`src/rtl/fetch_pkg.sv`:
```
// -----------------------------------------------------------------------------
// fetch_pkg
//   Shared types and constants for the instruction fetch stage.
//   - fetch_state_t : fetch FSM states (running / parked on a misaligned target)
//   - if_id_t       : contents of the IF/ID pipeline register
//   - NOP_INSTR     : canonical NOP (addi x0, x0, 0) shown when IF/ID is empty
//   - is_misaligned : true when a target PC is not word aligned
// -----------------------------------------------------------------------------
package fetch_pkg;

  // Width that the IF/ID register type is built for.
  localparam int unsigned PKG_XLEN = 32;

  localparam logic [PKG_XLEN-1:0] NOP_INSTR        = 32'h0000_0013;
  localparam logic [PKG_XLEN-1:0] DEFAULT_RESET_PC = 32'h0000_0000;

  typedef enum logic {
    S_RUN   = 1'b0,
    S_FAULT = 1'b1
  } fetch_state_t;

  typedef struct packed {
    logic [PKG_XLEN-1:0] instr;
    logic [PKG_XLEN-1:0] pc;
    logic [PKG_XLEN-1:0] pc_plus4;
    logic                valid;
  } if_id_t;

  // Instructions are word sized, so any set bit in [1:0] is a bad target.
  function automatic logic is_misaligned(input logic [1:0] pc_lsb);
    return (pc_lsb != 2'b00);
  endfunction

endpackage

```
`src/rtl/fetch_hold_buffer.sv`:
```
// -----------------------------------------------------------------------------
// fetch_hold_buffer
//   One-entry skid register. Catches the memory response that arrives while
//   decode is stalled, because the request for it left a cycle before the
//   stall was seen.
//   Ports:
//     clk_i, rst_ni   clock, synchronous active-low reset
//     clear_i         drop any held entry (redirect); wins over load
//     load_i          capture instr_i/pc_i, mark entry valid
//     unload_i        entry was moved into IF/ID, mark empty
//     instr_i, pc_i   entry to capture
//     hold_valid_o    entry present
//     instr_o, pc_o   held entry
// -----------------------------------------------------------------------------
module fetch_hold_buffer #(
  parameter int unsigned XLEN = 32
) (
  input  logic            clk_i,
  input  logic            rst_ni,
  input  logic            clear_i,
  input  logic            load_i,
  input  logic            unload_i,
  input  logic [XLEN-1:0] instr_i,
  input  logic [XLEN-1:0] pc_i,
  output logic            hold_valid_o,
  output logic [XLEN-1:0] instr_o,
  output logic [XLEN-1:0] pc_o
);

  logic            valid_q, valid_d;
  logic [XLEN-1:0] instr_q, instr_d;
  logic [XLEN-1:0] pc_q,    pc_d;

  always_comb begin
    valid_d = valid_q;
    instr_d = instr_q;
    pc_d    = pc_q;
    if (clear_i) begin
      valid_d = 1'b0;
    end else if (load_i) begin
      valid_d = 1'b1;
      instr_d = instr_i;
      pc_d    = pc_i;
    end else if (unload_i) begin
      valid_d = 1'b0;
    end
  end

  always_ff @(posedge clk_i) begin
    if (!rst_ni) begin
      valid_q <= 1'b0;
      instr_q <= '0;
      pc_q    <= '0;
    end else begin
      valid_q <= valid_d;
      instr_q <= instr_d;
      pc_q    <= pc_d;
    end
  end

  assign hold_valid_o = valid_q;
  assign instr_o      = instr_q;
  assign pc_o         = pc_q;

endmodule

```
`src/rtl/fetch_unit.sv`:
```
// -----------------------------------------------------------------------------
// fetch_unit
//   Instruction fetch stage feeding the decoder. Keeps the fetch PC, issues one
//   word request per cycle to a 1-cycle-latency synchronous instruction memory
//   and registers each returned instruction with its PC and PC+4 into IF/ID.
//
//   Handshake: imem_req_o/imem_addr_o form a request in the cycle they are
//   high; imem_rdata_i carries the answer exactly one cycle later and has no
//   valid of its own. The decoder consumes IF/ID in every cycle where
//   valid_o=1 and stall_i=0; with stall_i=1 IF/ID is held unchanged.
//
//   Ports:
//     clk_i, rst_ni        clock, synchronous active-low reset
//     stall_i              decode cannot accept, hold IF/ID
//     redirect_i           taken branch/jump, flush fetched work
//     redirect_pc_i        redirect target
//     imem_req_o           memory read request
//     imem_addr_o          request address (the fetch PC)
//     imem_rdata_i         data for last cycle's request
//     instr_o, pc_o        IF/ID instruction and its PC (NOP when invalid)
//     pc_plus4_o           pc_o + 4
//     valid_o              IF/ID holds a real instruction
//     misaligned_o         parked on a misaligned redirect target
// -----------------------------------------------------------------------------
module fetch_unit
  import fetch_pkg::*;
#(
  parameter int unsigned     XLEN     = 32,
  parameter logic [XLEN-1:0] RESET_PC = DEFAULT_RESET_PC
) (
  input  logic            clk_i,
  input  logic            rst_ni,
  input  logic            stall_i,
  input  logic            redirect_i,
  input  logic [XLEN-1:0] redirect_pc_i,
  output logic            imem_req_o,
  output logic [XLEN-1:0] imem_addr_o,
  input  logic [XLEN-1:0] imem_rdata_i,
  output logic [XLEN-1:0] instr_o,
  output logic [XLEN-1:0] pc_o,
  output logic [XLEN-1:0] pc_plus4_o,
  output logic            valid_o,
  output logic            misaligned_o
);

  localparam logic [XLEN-1:0] PC_INC = XLEN'(4);

  // IF/ID contents right after reset: empty slot showing a NOP at PC 0.
  localparam if_id_t IF_ID_RESET = '{
    instr:    NOP_INSTR,
    pc:       '0,
    pc_plus4: PC_INC,
    valid:    1'b0
  };

  fetch_state_t    state_q, state_d;
  logic [XLEN-1:0] fpc_q, fpc_d;
  logic [XLEN-1:0] req_pc_q, req_pc_d;     // PC whose data arrives this cycle
  logic            inflight_q, inflight_d; // imem_rdata_i is meaningful
  if_id_t          if_id_q, if_id_d;
  logic            misaligned_q, misaligned_d;

  logic            hb_load, hb_unload, hb_clear;
  logic            hold_valid;
  logic [XLEN-1:0] hold_instr, hold_pc;
  logic            req;

  // Redirect and stall both suppress the request: a redirect means fpc is
  // about to change, a stall means the response would have nowhere to go
  // once the hold buffer is occupied.
  assign req = rst_ni & (state_q == S_RUN) & ~stall_i & ~redirect_i;

  fetch_hold_buffer #(
    .XLEN (XLEN)
  ) u_hold (
    .clk_i        (clk_i),
    .rst_ni       (rst_ni),
    .clear_i      (hb_clear),
    .load_i       (hb_load),
    .unload_i     (hb_unload),
    .instr_i      (imem_rdata_i),
    .pc_i         (req_pc_q),
    .hold_valid_o (hold_valid),
    .instr_o      (hold_instr),
    .pc_o         (hold_pc)
  );

  always_comb begin
    state_d      = state_q;
    fpc_d        = fpc_q;
    req_pc_d     = req_pc_q;
    inflight_d   = 1'b0;
    if_id_d      = if_id_q;
    misaligned_d = misaligned_q;
    hb_load      = 1'b0;
    hb_unload    = 1'b0;
    hb_clear     = 1'b0;

    if (redirect_i) begin
      // Flush: empty IF/ID, drop the held entry, and leave inflight at 0 so
      // the response to last cycle's request is ignored next cycle.
      hb_clear         = 1'b1;
      if_id_d.valid    = 1'b0;
      if_id_d.instr    = NOP_INSTR;
      if_id_d.pc       = redirect_pc_i;
      if_id_d.pc_plus4 = redirect_pc_i + PC_INC;
      fpc_d            = redirect_pc_i;
      if (is_misaligned(redirect_pc_i[1:0])) begin
        // pc_o carries the offending target for the trap handler.
        state_d      = S_FAULT;
        misaligned_d = 1'b1;
      end else begin
        state_d      = S_RUN;
        misaligned_d = 1'b0;
      end
    end else begin
      if (req) begin
        fpc_d      = fpc_q + PC_INC;
        req_pc_d   = fpc_q;
        inflight_d = 1'b1;
      end

      if (stall_i) begin
        // IF/ID holds; a response still arriving is parked.
        hb_load = inflight_q;
      end else if (hold_valid) begin
        // Nothing can be in flight here: the previous cycle was stalled and
        // therefore issued no request.
        if_id_d.instr    = hold_instr;
        if_id_d.pc       = hold_pc;
        if_id_d.pc_plus4 = hold_pc + PC_INC;
        if_id_d.valid    = 1'b1;
        hb_unload        = 1'b1;
      end else if (inflight_q) begin
        if_id_d.instr    = imem_rdata_i;
        if_id_d.pc       = req_pc_q;
        if_id_d.pc_plus4 = req_pc_q + PC_INC;
        if_id_d.valid    = 1'b1;
      end else begin
        // Bubble: pc_o keeps its last value so a fault PC stays visible.
        if_id_d.valid = 1'b0;
        if_id_d.instr = NOP_INSTR;
      end
    end
  end

  always_ff @(posedge clk_i) begin
    if (!rst_ni) begin
      state_q      <= S_RUN;
      fpc_q        <= RESET_PC;
      req_pc_q     <= RESET_PC;
      inflight_q   <= 1'b0;
      if_id_q      <= IF_ID_RESET;
      misaligned_q <= 1'b0;
    end else begin
      state_q      <= state_d;
      fpc_q        <= fpc_d;
      req_pc_q     <= req_pc_d;
      inflight_q   <= inflight_d;
      if_id_q      <= if_id_d;
      misaligned_q <= misaligned_d;
    end
  end

  assign imem_req_o   = req;
  assign imem_addr_o  = fpc_q;
  assign instr_o      = if_id_q.instr;
  assign pc_o         = if_id_q.pc;
  assign pc_plus4_o   = if_id_q.pc_plus4;
  assign valid_o      = if_id_q.valid;
  assign misaligned_o = misaligned_q;

endmodule

```
`config.mk`:
```
export PLATFORM = sky130hd
export DESIGN_NAME = fetch_unit
export DESIGN_NICKNAME = d
export VERILOG_FILES = /design/src/rtl/fetch_pkg.sv /design/src/rtl/fetch_hold_buffer.sv /design/src/rtl/fetch_unit.sv
export SDC_FILE = /design/constraint.sdc
export NUM_CORES = 1
export LEC_CHECK = 0
export CAP_MARGIN = 15
export CORE_MARGIN = 2
export CORE_UTILIZATION = 48
export DETAILED_ROUTE_END_ITERATION = 10
export GPL_TIMING_DRIVEN = 0
export PLACE_DENSITY_LB_ADDON = 0.3
export SETUP_SLACK_MARGIN = 0.1
export SLEW_MARGIN = 30
export SYNTH_ARGS = -nofsm -noshare
export SYNTH_HDL_FRONTEND = slang
export SYNTH_SLANG_ARGS = --single-unit
```
`constraint.sdc`:
```
create_clock -name clk_i -period 3 [get_ports clk_i]
set_input_delay 0.6 -clock clk_i [delete_from_list [all_inputs] [get_ports clk_i]]
set_output_delay 0.6 -clock clk_i [all_outputs]
set_load 0.01 [all_outputs]
```
== Word-level counts from Yosys, hierarchy flattened ==
Index checks and enable logic that the tools add are counted.

* Register bits after elaboration: 228
* Bits of input ports: 68
* Output and inout port bits: 131
* Word-level logic and storage cells: 51

* Add/sub/neg operators: 4
* Equal/unequal tests: 1
* Multiplexer cells: 18
* Bitwise operators: 8
* Reductions and logical operators: 9

{| class="wikitable"
|+ Operators by type and width
! operator !! count
|-
| $mux W65 || 2
|-
| $add A32 B3 Y32 const B || 4
|-
| $mux W97 || 1
|-
| $mux W32 || 3
|-
| $mux W64 || 1
|-
| $mux W1 || 11
|-
| $reduce_and A2 Y1 || 3
|-
| $reduce_bool A2 Y1 || 3
|-
| $not A1 Y1 || 5
|-
| $reduce_or A2 Y1 || 2
|-
| $and A1 B1 Y1 || 3
|-
| $reduce_bool A3 Y1 || 1
|-
| $ne A2 B1 Y1 const B || 1
|}

== Logic depth before layout (Yosys ltp) ==
Gate-level depths: netlist (run 1).

* Word-level depth: 6
* Gate-level depth with buffers: 12
* Gate-level depth less buffers: 8

== Hierarchy ==
Synthesis (run 1) repeated with hierarchy kept, for this count alone.

* Cell total of the unflattened synthesis: 1338
* Area total of the unflattened synthesis: 11040.6 sq um

{| class="wikitable"
|+ Modules (own cells, without submodules)
! module !! times used !! cells an instance !! area an instance (sq um) !! sequential area each (sq um)
|-
| fetch_unit || 1 || 1056 || 8370.5 || 3223.1
|-
| fetch_hold_buffer || 1 || 282 || 2670.1 || 1301.2
|}

== Least setup slack after synthesis (run 1) ==
Ideal clock, no wire load.

* Path type: flip-flop to flip-flop
* Start: register u_hold.valid_q, in the netlist u_hold.hold_valid_o
* End: register if_id_q (netlist bit pc_plus4_o[28])
* Library setup time: 0.126 ns
* Data arrival time: 2.994 ns
* Required time: 2.874 ns
* Slack: -0.120 ns
* Stages on the path, launching flop included: 13
* Buffers on the path: 4
* Clock period less this slack: 3.120 ns
* Path through: dfxtp_1 -> buf_6 -> buf_2 -> buf_2 -> buf_2 -> mux2_2 -> ha_1 -> inv_1 -> a211oi_4 -> nand4_4 -> or4_1 -> a41oi_1 -> o22ai_1

* Cells in the longest elaborated chain, start to end: 3
* Elaborated cells between the ends (all ways): 5
* Those cells by class: mux: 3; reduce/logical: 2

{| class="wikitable"
|+ Ends and longest elaborated chain
! element !! line !! text
|-
| start, declared || fetch_hold_buffer.sv:30 || <nowiki>logic valid_q, valid_d;</nowiki>
|-
| start signal, assigned || fetch_hold_buffer.sv:55 || <nowiki>valid_q <= valid_d;</nowiki>
|-
| $mux W97 || fetch_unit.sv:126 || <nowiki>end else if (hold_valid) begin</nowiki>
|-
| $mux W65 || fetch_unit.sv:123 || <nowiki>if (stall_i) begin</nowiki>
|-
| $mux W65 || fetch_unit.sv:99 || <nowiki>if (redirect_i) begin</nowiki>
|-
| end signal, assigned || fetch_unit.sv:160 || <nowiki>if_id_q <= if_id_d;</nowiki>
|-
| end, declared || fetch_unit.sv:60 || <nowiki>if_id_t if_id_q, if_id_d;</nowiki>
|}

Parallel ways exist; a longest one is shown, timed or not. The select of a mux whose other input is x is not followed.
A chain may end at the register's enable or synchronous reset.

== Worst setup path in the final report (run 1) ==
Ends and elaborated chain as after synthesis.

==> metrics.yaml, run 1 <==
status: "completed"
ant_nets: 0
fill_cells: 1953
setup_viol: 0
max-cap-violations: 0
die_width_um: 155
max_freq_mhz: 350
root_buffer: "clkbuf_16"
wl_per_cell_um: 20.2
timing.final.crit_share_pct: 95.2
finalMaxSlewViolations: 0
netlist_top_cells_count: "306 x nand2_1, 226 x dfxtp_1, 220 x a21oi_1, 162 x nor2_1, 81 x clkbuf_1"
ys_seq_elements: 226
dpl_cell_area_mm2: 0.0132
route.detailed.drc: 0
routed_wl_mm: 40.0
critPathRequiredTime_ns: 3.40
dpl.hpwl_mm: 29.0
fin_area_mm2: 0.0143
io_pins: 199
synth_cell_types: 69
startpoint_type: "flip-flop"
numCtsBuffers: 26
drive_gt1_share_pct: 5.84
cts.path.max_buffers: 3
final_nets: 1750
antennaDiodeCount: 0
htreeDepth: 1
cts.clk_slew.worst_paths_ns: 0.06
synth_ff_type: "dfxtp_1"
core_mm2: 0.0225
viasPerCell: 5.88
grt_pass1_wl_mm: 60.9
yosys-top-cells-area: "dfxtp_1 41%, nand2_1 11%, a21oi_1 10%"
finalClockSkew_ns: 0.0140
holdWs_ns: 0.451
clkSinkCount: 226
initial_core_util_pct: 48.5
ir_worst_vdd_mv: 0.415
syn_area_mm2: 0.0109
p_leak_uw: 0.00480
period_minus_slack_ns: 2.86
clkLatencyLatePin_ns: 0.53
cts_tree: "yes"
overflow: 0
area_growth_pct: 30.8
seq_area_frac_synth_pct: 41.4
grt_pass1_vias: 10897
syn_inst: 1446
grt_usage_pct: 32.4
relSlewSlack_pct: 32.8
gp_congestion: 0.955
vias: 11637
fp.dieH_um: 155
grt_setup_unrepaired: "false"
synthArstFlopShare_pct: 0
hold_violations: 0
power.density_mw_per_mm2: 500
syn-mean-instance-area_um2: 7.55
arrival_ns: 3.26
path_max_fanout: 10
path_class: "flip-flop to flip-flop"
endpoint_kind: "flip-flop"
grt_max_degree: 20
dieArea_mm2: 0.0240
antenna_found_initial: 0
synth.most_common_cell: "nand2_1"
synth_edf_count: 0
synth_warnings: 0
drtIter0Drc: 1285
syn-num-nets: 1517
rows: 55
synth_top_cell_area_share_pct: 41.4
drt-pass1-iter-count: 5
worstMarginPinSlew_ns: 1.00
yosysTopAreaCell: "dfxtp_1"
hp-class: "input port to flip-flop"
portBuffers: 194
fin_cells: 1979
dp_cells: 1925
[worst paths after layout]
check                                         start  cells past startpoint                  to  slack [ns]
worst min register to register   u_hold.instr_o[24]                      2  u_hold.instr_o[24]        0.45
worst min-delay path               redirect_pc_i[7]                      3             pc_o[7]        0.45
worst max-delay path            u_hold.hold_valid_o                     12      pc_plus4_o[28]        0.14
worst max register to register  u_hold.hold_valid_o                     12      pc_plus4_o[28]        0.14
[registers in the layout, summed over array words and instances, names as in the netlist]
signal,count
imem_addr_o,32
inflight_q,1
instr_o,32
misaligned_o,1
pc_o,32
pc_plus4_o,30
req_pc_q,32
u_hold.hold_valid_o,1
u_hold.instr_o,32
u_hold.pc_o,32
valid_o,1
[kinds of logic after synthesis]
family	share of synthesized area [%]
adder cells (fa/ha/maj)	0.344
buffers and inverters	4.53
AND/OR/NAND/NOR	25.6
XOR/XNOR	5.05
multiplexers	2.95
AO/OA/AOI/OAI	20.1
flip-flops	41.4
[final cells by class]
cell class / instances / area [um^2] / area share [%]
clock inverters: 2 / 35.0 / 0.245
well taps: 285 / 357 / 2.50
multi-input cells: 1097 / 5990 / 42.0
inverters: 17 / 63.8 / 0.447
clock buffers: 41 / 788 / 5.52
repair buffers: 206 / 2030 / 14.2
plain buffers: 105 / 487 / 3.41
flip-flops and latches: 226 / 4530 / 31.7
[power breakdown]
group	switching [uW]	leakage, uW	total (uW)	internal (uW)
Sequential	103	0.00184	3200	3100
Combinational	465	0.00255	834	370
Clock	1240	0.000403	3100	1860
Total	1810	0.00480	7140	5330
[routing by layer]
metal / global-route usage, % / routed length [um] / up-vias
li1: - / - / 5475
met4: 13.4 / 1740 / 0
met2: 52.0 / 17700 / 741
met5: 0 / 0 / -
met3: 6.61 / 4380 / 138
met1: 42.7 / 16200 / 5283
[placed cells by master, fill, tap and decap left out, types with 24 or more instances in the layout]
master	Yosys	routed
o21ai_0	46	46
dfxtp_1	226	225
clkdlybuf4s50_1	0	192
xor2_1	32	32
a211oi_1	26	26
xnor2_1	31	31
nand4_1	24	24
nand3_1	37	37
clkbuf_1	81	83
clkbuf_16	0	27
nor2_1	162	160
nand2_1	306	306
a21oi_1	220	219
mux2i_1	24	24
[through the flow]
stage / setup WS [ns] / setup TNS, ns / util, % / power, uW
after floorplan: 0.112 / 0 / - / 3610
after global placement: -0.886 / -12.38 / 58.8 / 4060
after detailed placement: -0.906 / -11.62 / 58.8 / 4070
after CTS: 0.0849 / 0 / 63.0 / 7140
after global routing: 0.0905 / 0 / 63.5 / 7360
final: 0.143 / 0 / 63.5 / 7140
[repair_timing]
action	4_1_cts	5_1_grt
setup endpoints to repair	21	20
resized for setup	20	17
pin swaps	3	7
hold buffers	0	0
setup buffers	5	7
[worst max-delay path, cell delays in order, from the launching register on]
cell	delay [ns]
dfxtp_2	0.32
buf_6	0.11
buf_6	0.14
buf_12	0.14
buf_12	0.14
mux2_4	0.24
ha_4	0.15
inv_2	0.05
a211oi_4	0.31
nand4_4	0.20
or4_4	0.61
a31oi_4	0.19
o22ai_1	0.10
(Power assumes the default switching activity.)
==> inputs of run 2 (changes only) <==
--- a/config.mk
+++ b/config.mk
@@ -11,6 +11,7 @@
 export DETAILED_ROUTE_END_ITERATION = 10
 export GPL_TIMING_DRIVEN = 0
 export PLACE_DENSITY_LB_ADDON = 0.3
+export RECOVER_POWER = 25
 export SETUP_SLACK_MARGIN = 0.1
 export SLEW_MARGIN = 30
 export SYNTH_ARGS = -nofsm -noshare
==> run 2 against run 1 <==
  * Sequential share of layout area about the same
  * Worst hold slack worse by 0.0034 ns
  * Register-to-register slack about the same
  * Clock power about the same
  * Fmax about the same
  * Setup slack better by 0.0016 ns
  * Core utilization about the same
  * First-iteration DRC count up 2.0%
  * Critical path type unchanged
==> metrics.yaml, run 2 (synthesis results as in run 1) <==
status: "completed"
startpoint_type: "flip-flop"
clkLatencyLatePin_ns: 0.53  # about the same
utilization_pct: 63.4  # about the same
rows: 55  # unchanged
critPathRequiredTime_ns: 3.41  # about the same
drive_gt1_share_pct: 5.67  # -0.18 points
worstMarginPinSlew_ns: 0.955  # -0.0446 ns
initial_core_util_pct: 48.5  # unchanged
min_path_cells: 3  # unchanged
routed_wl_mm: 40.1  # +0.21%
htreeDepth: 1  # unchanged
endpoint_kind: "flip-flop"
drtIter0Drc: 1311  # +2.0%
viasPerCell: 5.89  # +0.11%
cts.path.max_buffers: 3  # unchanged
finalMaxSlewViolations: 0  # unchanged
slowest_stage: "or4_4"
grt_pass1_wl_mm: 60.9  # unchanged
setup_viol: 0  # unchanged
hold_violations: 0  # unchanged
final_nets: 1750  # unchanged
grt_usage_pct: 32.4  # unchanged
dp_cells: 1925  # unchanged
wl_per_cell_um: 20.3  # +0.21%
dpl.hpwl_mm: 29.0  # unchanged
path_max_fanout: 10  # unchanged
timing.critical_path.buf_inv: 5  # unchanged
fp.dieH_um: 155  # unchanged
numCtsBuffers: 26  # unchanged
portBuffers: 194  # unchanged
gp_congestion: 0.955  # unchanged
final_common_cell: "nand2_1"
io_pins: 199  # unchanged
power.density_mw_per_mm2: 500  # about the same
dpl_cell_area_mm2: 0.0132  # unchanged
place_ws_ns: -0.906  # unchanged
worst-r2r-setup-slack_ns: 0.14  # about the same
area_growth_pct: 30.8  # about the same
clkSinkCount: 226  # unchanged
setup_ws_ns: 0.145  # +0.00156 ns
path_class: "flip-flop to flip-flop"
antennaDiodeCount: 0  # unchanged
grt_pass1_vias: 10897  # unchanged
crit_chain: "buf_6 > buf_6 > buf_12 > buf_12 > mux2_4 > ha_4 > inv_2 > a211oi_4 > nand4_4 > or4_4 > a31oi_4 > o22ai_1"
drt-pass1-iter-count: 6  # +1
dieArea_mm2: 0.0240  # unchanged
antenna_found_initial: 0  # unchanged
core_mm2: 0.0225  # unchanged
r2r-start: "u_hold.hold_valid_o"
relSlewSlack_pct: 35.8  # +3.0 points
worst-r2r-cell-count: 12  # unchanged
hold_buffers: 0  # unchanged
cp_top_family: "simple AND/OR/NAND/NOR gates"
final_cell_mix: "306 x nand2_1, 225 x dfxtp_1, 219 x a21oi_1"
cts.clk_slew.worst_paths_ns: 0.06  # about the same
ir_worst_vdd_mv: 0.418  # +0.81%
cts_tree: "yes"
min_to: "pc_o[7]"
finalSetupTns_ns: 0  # unchanged
grt_max_degree: 20  # unchanged
ant_nets: 0  # unchanged
overflow: 0  # unchanged
route.detailed.drc: 0  # unchanged
period_minus_slack_ns: 2.86  # -0.00156 ns
die_width_um: 155  # unchanged
cpPeakStageDelay_ns: 0.61  # about the same
finalClockSkew_ns: 0.0129  # -0.00109 ns
vias: 11650  # +0.11%
arrival_ns: 3.26  # about the same
fin_cells: 1979  # unchanged
timing.rr.end: "pc_plus4_o[28]"
fill_cells: 1955  # +0.10%
fin_area_mm2: 0.0143  # about the same
hp-class: "input port to flip-flop"
root_buffer: "clkbuf_16"
max_freq_mhz: 350  # about the same
max-cap-violations: 0  # unchanged
grt_setup_unrepaired: "false"
hold_path.startpoint: "redirect_pc_i[7]"
p_leak_uw: 0.00492  # +2.5%
timing.final.crit_share_pct: 95.2  # about the same
## run 2: cell type report
| type | count | area (um^2) | area share (%) |
|---|---|---|---|
| multi-input combinational | 1097 | 5990 | 41.9 |
| tap | 285 | 357 | 2.50 |
| timing repair buffer | 206 | 2030 | 14.2 |
| sequential | 226 | 4530 | 31.7 |
| inverter | 17 | 63.8 | 0.447 |
| clock buffer | 41 | 788 | 5.52 |
| clock inverter | 2 | 35.0 | 0.245 |
| buffer | 105 | 485 | 3.40 |
## run 2: power breakdown
part / switching [uW] / leakage [uW] / internal (uW)
registers: 102 / 0.00184 / 3100
clock network: 1240 / 0.000403 / 1860
logic: 465 / 0.00267 / 362
## run 2: metrics by stage
stage                     power [uW]  hold slack [ns]
after floorplan                 3610            0.433
after global placement          4060            0.439
after detailed placement        4070            0.446
after CTS                       7140            0.431
after global routing            7350            0.447
final                           7130            0.447
## run 2: how the worst max path moves through the flow
stage                     cells past startpoint           startpoint        endpoint
final                                        12  u_hold.hold_valid_o  pc_plus4_o[28]
after global routing                         12  u_hold.hold_valid_o  pc_plus4_o[28]
after CTS                                    12  u_hold.hold_valid_o  pc_plus4_o[30]
after detailed placement                      8              stall_i      imem_req_o
after global placement                        8              stall_i      imem_req_o
after floorplan                              12  u_hold.hold_valid_o  pc_plus4_o[28]
## run 2: per-layer routing
layer / share of wire, % / up-vias / track usage (%)
li1: - / 5481 / -
met1: 40 / 5279 / 42.7
met2: 44 / 754 / 52.0
met3: 11 / 136 / 6.61
met4: 4.3 / 0 / 13.4
met5: 0 / - / 0
## run 2: worst register-to-register path, stage by stage, from the launching register on
cell and delay (ns):
dfxtp_2 0.32, buf_6 0.11, buf_6 0.14, buf_12 0.14
buf_12 0.15, mux2_4 0.25, ha_4 0.16, inv_2 0.05
a211oi_4 0.31, nand4_4 0.20, or4_4 0.61, a31oi_4 0.19
o22ai_1 0.10
## run 2: timing repair
action / CTS / global route
hold endpoints to repair: 0 / 0
gates resized for setup: 20 / 17
setup endpoints to repair: 21 / 20
pin swaps: 3 / 7
setup buffers: 5 / 7
==> inputs of run 3 (changes only) <==
--- a/config.mk
+++ b/config.mk
@@ -6,11 +6,12 @@
 export NUM_CORES = 1
 export LEC_CHECK = 0
 export CAP_MARGIN = 15
+export CORE_ASPECT_RATIO = 0.8
 export CORE_MARGIN = 2
 export CORE_UTILIZATION = 48
 export DETAILED_ROUTE_END_ITERATION = 10
 export GPL_TIMING_DRIVEN = 0
-export PLACE_DENSITY_LB_ADDON = 0.3
+export PLACE_DENSITY = 0.77
 export RECOVER_POWER = 25
 export SETUP_SLACK_MARGIN = 0.1
 export SLEW_MARGIN = 30
==> run 3 against run 2 <==
  * Sequential cell count is the same
  * Clock skew fell by 0.0037 ns
  * Fmax decreased by 1.2%
  * Sequential share of layout area about the same
  * Global-route usage down 0.71 points
  * Cell area grew 0.11%
  * Worst hold slack better by 0.0068 ns
  * Die area hardly changed
  * Setup slack lost 0.036 ns
==> metrics.yaml, run 3 (synthesis results as in run 1) <==
path_class: "flip-flop to flip-flop"
area_growth_pct: 30.9
finalClockSkew_ns: 0.00922  # -0.00371 ns
worst-r2r-setup-slack_ns: 0.11  # -0.04 ns
relSlewSlack_pct: 33.7  # -2.1 points
cp_top_family: "simple AND/OR/NAND/NOR gates"
timing.final.crit_share_pct: 96.4  # +1.2 points
initial_core_util_pct: 48.8  # +0.27 points
root_buffer: "clkbuf_16"
die_width_um: 173  # +12%
crit_chain: "buf_6 > buf_6 > buf_12 > buf_12 > mux2_4 > ha_4 > inv_1 > a211oi_4 > nand4_4 > or4_4 > a41oi_2 > o22ai_1"
hold_buffers: 0  # unchanged
routed_wl_mm: 40.1  # -0.14%
crit_start: "u_hold.hold_valid_o"
grt_setup_unrepaired: "true"
r2r-start: "u_hold.hold_valid_o"
p_int_uw: 5550  # +4.1%
p_leak_uw: 0.00489  # -0.73%
finalMaxSlewViolations: 0  # unchanged
timing.rr.end: "pc_plus4_o[28]"
final_common_cell: "nand2_1"
grt_pass1_wl_mm: 60.8  # -0.10%
ir_worst_vdd_mv: 0.393  # -6.1%
status: "completed"
core_mm2: 0.0224  # -0.56%
route.detailed.drc: 0  # unchanged
rows: 49  # -11%
htreeDepth: 1  # unchanged
grt_max_degree: 20  # unchanged
max-cap-violations: 0  # unchanged
timing.critical_path.buf_inv: 5  # unchanged
gp_congestion: 1.01  # +5.7%
clkLatencyLatePin_ns: 0.52  # about the same
swShare_pct: 24.9  # -0.47 points
cp-endpoint: "pc_plus4_o[28]"
wl_per_cell_um: 20.1  # -0.84%
clkSinkCount: 226  # unchanged
antennaDiodeCount: 0  # unchanged
numCtsBuffers: 24  # -7.7%
overflow: 0  # unchanged
slowest_stage: "or4_4"
cpPeakStageDelay_ns: 0.59  # -0.02 ns
endpoint_kind: "flip-flop"
startpoint_type: "flip-flop"
fin_cells: 1993  # +0.71%
dpl.hpwl_mm: 29.7  # +2.6%
portBuffers: 194  # unchanged
viasPerCell: 6.05  # +2.7%
drt-pass1-iter-count: 6  # unchanged
io_pins: 199  # unchanged
worst-r2r-cell-count: 12  # unchanged
arrival_ns: 3.30  # +0.04 ns
grt_pass1_vias: 11072  # +1.6%
setup_viol: 0  # unchanged
period_minus_slack_ns: 2.89  # +0.0358 ns
grt_usage_pct: 31.7  # -0.71 points
final_nets: 1742  # -0.46%
final_cell_mix: "306 x nand2_1, 224 x dfxtp_1, 220 x a21oi_1"
critPathRequiredTime_ns: 3.41  # about the same
power.density_mw_per_mm2: 516  # +3.4%
ant_nets: 0  # unchanged
p_clk_share_pct: 45.4  # +1.9 points
vias: 12050  # +3.4%
hold_violations: 0  # unchanged
drive_gt1_share_pct: 5.22  # -0.45 points
hp-class: "flip-flop to flip-flop"
antenna_found_initial: 0  # unchanged
p_sw_uw: 1830  # +1.5%
cts_tree: "yes"
cts.clk_slew.worst_paths_ns: 0.06  # about the same
combPwrFrac_pct: 11.2  # -0.4 points
crit_cells: 12  # unchanged
path_max_fanout: 10  # unchanged
holdWs_ns: 0.454  # +0.00682 ns
pwr-share-seq_pct: 43.4  # -1.5 points
dieArea_mm2: 0.0240  # about the same
worstMarginPinSlew_ns: 0.991  # +0.0355 ns
max_freq_mhz: 346  # -1.2%
fp.dieH_um: 139  # -10%
dp_cells: 1946  # +1.1%
drtIter0Drc: 1552  # +18%
cts.path.max_buffers: 3  # unchanged
-- run 3: cell types whose count changed in the layout (fill, tap and decap cells not counted), moves of 2 or more --
cell / delta
clkbuf_16: -2
bufinv_16: +4
o31ai_1: +2
dlygate4sd3_1: +2
clkinv_2: +2
clkbuf_1: -3
o31ai_2: -2
clkbuf_2: -2
clkbuf_8: -2
buf_4: -6
-- run 3: final cells by class --
class	instances	area, um^2
Fill cell	1951	8090
Timing Repair Buffer	200	1990
Inverter	17	63.8
Multi-Input combinational cell	1097	5960
Buffer	105	482
Clock inverter	9	173
Sequential cell	226	4530
Tap cell	306	383
Clock buffer	33	716
-- run 3: worst min path at each step --
stage	startpoint	end	cells past startpoint
2_1_floorplan	u_hold.pc_o[0]	u_hold.pc_o[0]	2
3_3_place_gp	u_hold.pc_o[0]	u_hold.pc_o[0]	2
3_5_place_dp	pc_plus4_o[18]	pc_plus4_o[18]	2
4_1_cts	u_hold.instr_o[1]	u_hold.instr_o[1]	2
5_1_grt	u_hold.instr_o[0]	u_hold.instr_o[0]	2
6_report	u_hold.instr_o[30]	u_hold.instr_o[30]	2
-- run 3: worst reg2reg max path, stage by stage (launching register included) --
cell and delay, ns:
dfxtp_2 0.33, buf_6 0.11, buf_6 0.14, buf_12 0.16, buf_12 0.16, mux2_4 0.23
ha_4 0.14, inv_1 0.08, a211oi_4 0.32, nand4_4 0.20, or4_4 0.59, a41oi_2 0.21
o22ai_1 0.10
-- run 3: per-layer routing --
metal	vias to the layer above	track usage [%]	wire, um
met5	-	0	0
li1	5467	-	-
met2	833	48.2	17000
met4	0	11.6	1720
met3	131	7.32	5030
met1	5619	44.0	16300
-- run 3: per-stage QoR --
step	setup WS [ns]	TNS, ns	total power [uW]	cell area [um^2]	utilization, %
finish	0.109	0	7380	14300	63.9
global route	0.0120	0	7560	14300	63.9
floorplan	0.112	0	3610	10900	-
global placement	-0.880	-11.00	4050	13300	59.2
CTS	0.100	0	7360	14200	63.7
detailed placement	-0.892	-9.58	4070	13300	59.3
-- run 3: power groups by stage --
| stage | clock network [uW] | registers (uW) | logic (uW) |
|---|---|---|---|
| after floorplan | 0 | 3270 | 337 |
| after global placement | 0 | 3260 | 790 |
| after detailed placement | 0 | 3260 | 804 |
| after CTS | 3350 | 3200 | 812 |
| after global routing | 3480 | 3210 | 874 |
| final | 3350 | 3200 | 825 |
-- run 3: what timing repair did --
| action | 4_1_cts | 5_1_grt |
|---|---|---|
| setup buffers | 4 | 2 |
| pin swaps | 2 | 4 |
| setup endpoints to repair | 13 | 7 |
| gates resized for setup | 19 | 10 |
